## config.mk

```make
export PLATFORM = sky130hd
export DESIGN_NAME = ring_buffer_ctrl
export DESIGN_NICKNAME = d
export VERILOG_FILES = /design/src/rtl/ring_buffer_ctrl.sv
export SDC_FILE = /design/constraint.sdc
export NUM_CORES = 1
export LEC_CHECK = 0
export ABC_AREA = 1
export CORE_MARGIN = 10
export CORE_UTILIZATION = 50
export DETAILED_ROUTE_END_ITERATION = 7
export HOLD_SLACK_MARGIN = 0.08
export MAX_ROUTING_LAYER = met4
export PLACE_DENSITY = 0.84
export SLEW_MARGIN = 20
export SYNTH_ARGS = -nofsm -noshare
export SYNTH_HDL_FRONTEND = slang
export SYNTH_SLANG_ARGS = --single-unit
```

## constraint.sdc

```tcl
create_clock -name clk -period 1.7 [get_ports clk]
set_input_delay 0.34 -clock clk [delete_from_list [all_inputs] [get_ports clk]]
set_output_delay 0.34 -clock clk [all_outputs]
set_load 0.03 [all_outputs]
```

## src/rtl/ring_buffer_ctrl.sv

```systemverilog
// ring_buffer_ctrl
// Control and sequencing for a single-clock circular buffer. Owns the write
// and read pointers (modulo-DEPTH wrapping counters) and an occupancy FSM
// (S_EMPTY / S_PART / S_FULL). Presents valid/ready handshakes to a producer
// and a consumer and drives enables/addresses to an external storage array.
//
// Ports:
//   clk          clock, all state updates on posedge
//   rst_n        asynchronous reset, active HIGH despite the name
//   flush        synchronous clear of pointers and occupancy (top priority)
//   wr_valid     producer offers a write
//   wr_ready     controller can accept a write (!full && !flush)
//   rd_ready     consumer takes the entry at rd_addr
//   rd_valid     an entry is available at rd_addr (!empty && !flush)
//   wr_en        write strobe to storage (accepted write this cycle)
//   wr_addr      storage write address (write pointer)
//   rd_en        read/pop strobe (accepted read this cycle)
//   rd_addr      storage read address (read pointer)
//   count        occupancy, 0..DEPTH
//   empty, full  occupancy state flags
//
// Optional feature, macro RING_BUFFER_CTRL_THRESH_EN:
//   parameters AF_LEVEL / AE_LEVEL, registered outputs almost_full
//   (count >= AF_LEVEL) and almost_empty (count <= AE_LEVEL).

module ring_buffer_ctrl #(
    parameter  int unsigned DEPTH    = 8,
`ifdef RING_BUFFER_CTRL_THRESH_EN
    parameter  int unsigned AF_LEVEL = DEPTH - 1,
    parameter  int unsigned AE_LEVEL = 1,
`endif
    localparam int unsigned AW       = $clog2(DEPTH),
    localparam int unsigned CW       = $clog2(DEPTH + 1)
) (
    input  logic          clk,
    input  logic          rst_n,
    input  logic          flush,
    input  logic          wr_valid,
    output logic          wr_ready,
    input  logic          rd_ready,
    output logic          rd_valid,
    output logic          wr_en,
    output logic [AW-1:0] wr_addr,
    output logic          rd_en,
    output logic [AW-1:0] rd_addr,
    output logic [CW-1:0] count,
    output logic          empty,
`ifdef RING_BUFFER_CTRL_THRESH_EN
    output logic          almost_full,
    output logic          almost_empty,
`endif
    output logic          full
);

    typedef enum logic [1:0] {
        S_EMPTY = 2'd0,
        S_PART  = 2'd1,
        S_FULL  = 2'd2
    } state_t;

    state_t          state, state_nxt;
    logic [CW-1:0]   count_nxt;

    // Wrap explicitly at DEPTH-1 so non-power-of-two depths never reach DEPTH.
    function automatic logic [AW-1:0] ptr_inc(input logic [AW-1:0] p);
        return (p == AW'(DEPTH - 1)) ? '0 : p + AW'(1);
    endfunction

    always_ff @(posedge clk or posedge rst_n) begin
        if (rst_n) begin
            state <= S_EMPTY;
        end else begin
            state <= state_nxt;
        end
    end

    always_comb begin
        state_nxt = state;
        empty     = 1'b0;
        full      = 1'b0;
        wr_ready  = 1'b0;
        rd_valid  = 1'b0;
        wr_en     = 1'b0;
        rd_en     = 1'b0;
        count_nxt = count;

        empty    = (state == S_EMPTY);
        full     = (state == S_FULL);
        // Ready/valid depend only on registered state and flush, never on
        // the opposite handshake input.
        wr_ready = !full && !flush;
        rd_valid = !empty && !flush;
        wr_en    = wr_valid && wr_ready;
        rd_en    = rd_ready && rd_valid;

        case ({wr_en, rd_en})
            2'b10:   count_nxt = count + CW'(1);
            2'b01:   count_nxt = count - CW'(1);
            default: count_nxt = count;
        endcase

        case (state)
            S_EMPTY: if (wr_en) state_nxt = S_PART;
            S_PART: begin
                if (wr_en && !rd_en && (count == CW'(DEPTH - 1)))
                    state_nxt = S_FULL;
                else if (rd_en && !wr_en && (count == CW'(1)))
                    state_nxt = S_EMPTY;
            end
            S_FULL:  if (rd_en) state_nxt = S_PART;
            default: state_nxt = S_EMPTY;
        endcase

        if (flush) begin
            state_nxt = S_EMPTY;
            count_nxt = '0;
        end
    end

    always_ff @(posedge clk or posedge rst_n) begin
        if (rst_n) begin
            wr_addr <= '0;
            rd_addr <= '0;
            count   <= '0;
        end else if (flush) begin
            wr_addr <= '0;
            rd_addr <= '0;
            count   <= '0;
        end else begin
            if (wr_en) wr_addr <= ptr_inc(wr_addr);
            if (rd_en) rd_addr <= ptr_inc(rd_addr);
            count <= count_nxt;
        end
    end

`ifdef RING_BUFFER_CTRL_THRESH_EN
    // Evaluated on the next occupancy so the flags change on the same edge
    // as count (flush already folds into count_nxt).
    always_ff @(posedge clk or posedge rst_n) begin
        if (rst_n) begin
            almost_full  <= 1'b0;
            almost_empty <= 1'b1;
        end else begin
            almost_full  <= (32'(count_nxt) >= AF_LEVEL);
            almost_empty <= (32'(count_nxt) <= AE_LEVEL);
        end
    end
`endif

endmodule

```

Word level (Yosys, flattened, before mapping)
Index checks and enable logic that the tools add are counted.

Register bits after elaboration: 12. Bits of input ports: 5. Output and inout port bits: 16. Word-level logic and storage cells: 51.

Add/subtract/negate cells: 4. Equality and inequality tests: 11. Muxes and demuxes: 14. Reduce and logical (&&, ||, !) cells: 18.

Operators with widths (number): $mux 3 (6); $mux 2 (5); $logic_and 1x1->1 (8); $pmux 4 s2 (1); $add 3x1->3 const B (2); $eq 3x3->1 const B (2); $ne 3x3->1 const B (2); $pmux 2 s3 (1); $logic_not 1->1 (5); $add 4x1->4 const B (1); $eq 2x1->1 const B (2); $eq 2x2->1 const B (2); $eq 4x1->1 const B (1); $eq 4x3->1 const B (1); $mux 4 (1); $ne 4x4->1 const B (1); $reduce_bool 2->1 (2); $sub 4x1->4 const B (1); $reduce_and 3->1 (1); $reduce_bool 3->1 (1); $logic_not 2->1 (1).

Depth between registers and ports, before layout
Word-level depth: 11. Depth in mapped cells: 9. Depth with buffers taken out: 9.

Least setup slack after synthesis
OpenSTA, ideal clock, no wires.

Path type: reg-to-reg. Start point: register state[0]. End point: register count[2]. Setup time: 117 ps. Arrival: 1546 ps. Required time: 1583 ps. Slack: 37 ps. Cell stages (with the launch flop): 9. Path buffers: 0. Clock period less this slack: 1663 ps. Cell sequence: dfrtp_1 nor2_2 nor2_1 nand2_2 nand2_2 nand2_2 inv_2 nand2_1 o21ai_2.

Word-level cells in the longest chain between the ends: 7. Elaborated cells on any way between the ends: 13. Those cells by class: eq/ne: 3; mux: 2; reduce/logical: 8.

Ends and longest elaborated chain: start, declared (RTL line 61) `state_t state, state_nxt;`; start signal, assigned (RTL line 73) `state <= state_nxt;`; $logic_not 2->1 (*) (RTL line 87) `empty = (state == S_EMPTY);`; net empty (RTL line 47) `output logic empty,`; $logic_not 1->1 (*) (RTL line 92) `rd_valid = !empty && !flush;`; $logic_and 1x1->1 (*) (RTL line 92); net rd_valid (RTL line 41) `output logic rd_valid,`; $logic_and 1x1->1 (*) (RTL line 94) `rd_en = rd_ready && rd_valid;`; $eq 2x1->1 or $eq 2x2->1 (tied branches) (RTL line 96) `case ({wr_en, rd_en})`; $pmux 4 s2 (RTL line 96); $mux 4 (RTL line 125) `end else if (flush) begin`; end signal, assigned (RTL line 132) `count <= count_nxt;`; end, declared (RTL line 46) `output logic [CW-1:0] count,`.

Mark *: on every way through the listed nets, which the timed path passes. The rest lies on a longest branch. A chain may end at the register's enable or synchronous reset.

Worst setup path in the final report
Start point: input port rd_ready. End point: output port rd_en.

Word-level cells in the longest chain between the ends: 1.

Ends and longest elaborated chain: start, declared (RTL line 40) `input logic rd_ready,`; $logic_and 1x1->1 (RTL line 94); end, declared (RTL line 44) `output logic rd_en,`.

Every way passes these cells.

==> results.py <==
metrics = {
    "synthesis": {
        "ys_seq_area_share_pct": 37.8,
        "synthesis.nets": 113,
        "yosys.area.top_type_share_pct": 37.8,
        "ys_types": 21,
        "synth_area_um2": 795,
        "yosysWarnings": 0,
        "synth_area_leaders": "dfrtp_1 (38%), nand2_1 (11%), ha_1 (11%), nand3_1 (10%), inv_1 (4.3%)",
        "syn-mean-instance-area_um2": 7.87,
        "postSynthCellCount": 101,
        "ys_ff_latch": 12,
        "yosys.area.top_type": "dfrtp_1",
    },
    "critical_path": {
        "worstPathRequired_ns": 1.36,
        "path_class": "in2out",
        "arrival_ns": 1.31,
        "critPathMaxFanout": 4,
        "endpoint_kind": "primary output",
        "start_kind": "primary input",
    },
    "sta": {
        "period_minus_slack_ns": 1.65,
        "fin_setup_tns_ns": 0,
        "worst_pin_slew_ns": 0.490,
        "grt_setup_unrepaired": "no",
        "holdWs_ns": 0.381,
        "finalSetupViolations": 0,
        "finClkSkew_ns": 0.00508,
        "period_share_pct": 96.8,
        "final_hold_viol_count": 0,
        "clock.fmax_mhz": 608,
        "maxSlewHeadroom_pct": 67.3,
        "drv_slew": 0,
    },
    "global_routing": {
        "overflow": 0,
        "antenna_found_initial": 0,
        "grtUsageTotal_pct": 12.9,
        "grt_max_degree": 13,
        "grt_pass1_wl_um": 3550,
        "grt_pass1_vias": 815,
    },
    "floorplan": {
        "die_x_um": 59.9,
        "die_h_um": 59.9,
        "ios": 21,
        "start_util_pct": 52.7,
        "core_um2": 1510,
        "core.rowCount": 14,
        "die_area_um2": 3580,
    },
    "run_status": {
        "outcome": "complete, no violations",
    },
    "cts": {
        "numCtsBuffers": 3,
        "post_cts_buffers": 0,
        "cts_tree": "built",
        "clk_latency_ns": 0.27,
        "cts.sinks": 12,
        "clk_pin_slew_ns": 0.07,
        "clk_path_buf_depth": 2,
        "h-tree-depth": 1,
        "clockRootBuffer": "clkbuf_4",
    },
    "final_layout": {
        "drive_above_1_share_pct": 24.3,
        "syn_to_final_growth_pct": 40.8,
        "fin_nets": 150,
        "diodes": 0,
        "utilization_pct": 74.3,
    },
    "power_and_ir_drop": {
        "p_leak_nw": 0.673,
        "power_density_nw_per_um2": 1030,
        "ir_worst_vdd_mv": 0.702,
    },
    "min_path": {
        "hold_path_class": "in2async",
    },
    "detailed_routing": {
        "via_per_inst": 5.27,
        "ant_nets": 0,
        "via_count": 801,
        "drc": 0,
        "first_iter_violations": 17,
        "wirelength_um": 2100,
        "first_pass_iters": 4,
        "wire_per_inst_um": 13.8,
    },
    "run": {
        "drv_cap": 0,
    },
    "placement": {
        "globalplace.congestion": 0.816,
        "dp_hpwl_um": 1690,
        "port_buffers": 20,
    },
}
[power by group]
part | leakage [nW] | total, W | internal, W | switching [W]
sequential | 0.159 | 0.000396 | 0.000339 | 0.0000574
clock | 0.0138 | 0.000174 | 0.0000820 | 0.0000918
combinational | 0.500 | 0.000583 | 0.000227 | 0.000356
[critical path, stage by stage]
cell and delay (ns):
clkdlybuf4s50_1 0.47, inv_1 0.07, nor3_4 0.22, buf_4 0.20
[area by class of cell]
| cell class | count | area (um^2) |
|---|---|---|
| clock buffer | 3 | 22.5 |
| fill | 115 | 388 |
| inverter | 12 | 45.0 |
| multi-input combinational | 75 | 440 |
| sequential | 12 | 300 |
| tap | 16 | 20.0 |
| timing repair buffer | 34 | 290 |
[Yosys cell counts (all sizes together)]
cell type / count
xnor2: 2
nor3: 2
inv: 12
dfrtp: 12
nand4: 3
o31ai: 1
ha: 7
o21a: 1
o21ai: 7
nor2: 7
nand2: 28
nand3: 17
clkbuf: 1
buf: 1
[registers in the layout, indices dropped and copies added, names as in the netlist]
register,count
rd_addr,3
state,2
count,4
wr_addr,3
[final timing paths]
kind / cells after the start / end / slack, ns / start
hold reg to reg: 1 / rd_addr[0] / 0.53 / rd_addr[0]
hold / removal: 2 / state[1] / 0.38 / rst_n
max in group asynchronous: 2 / count[0] / 0.98 / rst_n
setup / recovery: 4 / rd_en / 0.05 / rd_ready
setup reg to reg: 9 / count[2] / 0.32 / state[1]
min in group clk: 1 / rd_addr[0] / 0.53 / rd_addr[0]
[layout by cell type (no fill, tap or decap)]
master | synthesis | routed
buf_4 | 0 | 19
clkbuf_4 | 0 | 3
clkdlybuf4s50_1 | 0 | 4
dfrtp_1 | 12 | 12
dlygate4sd2_1 | 0 | 8
dlymetal6s2s_1 | 0 | 3
ha_1 | 7 | 7
inv_1 | 9 | 9
inv_2 | 3 | 3
nand2_1 | 24 | 24
nand2_2 | 4 | 4
nand3_1 | 16 | 16
nand3_4 | 1 | 1
nand4_1 | 3 | 3
nor2_1 | 6 | 6
nor2_2 | 1 | 1
nor3_1 | 1 | 1
nor3_4 | 1 | 1
o21a_1 | 1 | 1
o21ai_0 | 2 | 2
o21ai_1 | 4 | 4
o21ai_2 | 1 | 1
o31ai_1 | 1 | 1
xnor2_1 | 2 | 2
[logic make-up (layout without fill, tap and decap cells)]
group           Yosys count  count (layout)  share of synthesized area, %
simple gates             57              57                          35.4
fa+ha+maj                 7               7                          11.0
compound gates            9               9                          6.77
flops                    12              12                          37.8
buf+inv                  14              49                          6.77
xor+xnor                  2               2                          2.21
[per-stage QoR]
step | setup WS, ns | total power (W) | cells | cell area [um^2]
after floorplan | 0.0367 | 0.000774 | 101 | 795
after global placement | -0.0119 | 0.000993 | 149 | 1100
after detailed placement | -0.0530 | 0.00102 | 149 | 1100
after CTS | 0.00948 | 0.00117 | 152 | 1110
after global routing | 0.000831 | 0.00124 | 152 | 1120
final | 0.0550 | 0.00115 | 152 | 1120
[layer usage]
metal	GRT usage, %	share of wire, %
met5	-	0
met4	5.13	0.67
met3	2.75	4.8
met1	14.1	42
met2	21.9	53
[repair_timing]
item,CTS,global route
resized for setup,8,3
endpoints found under the hold margin,0,0
hold buffers,0,0
endpoints found under the setup margin,9,3
pin swaps,0,0
Power figures use the tool's default switching activity.
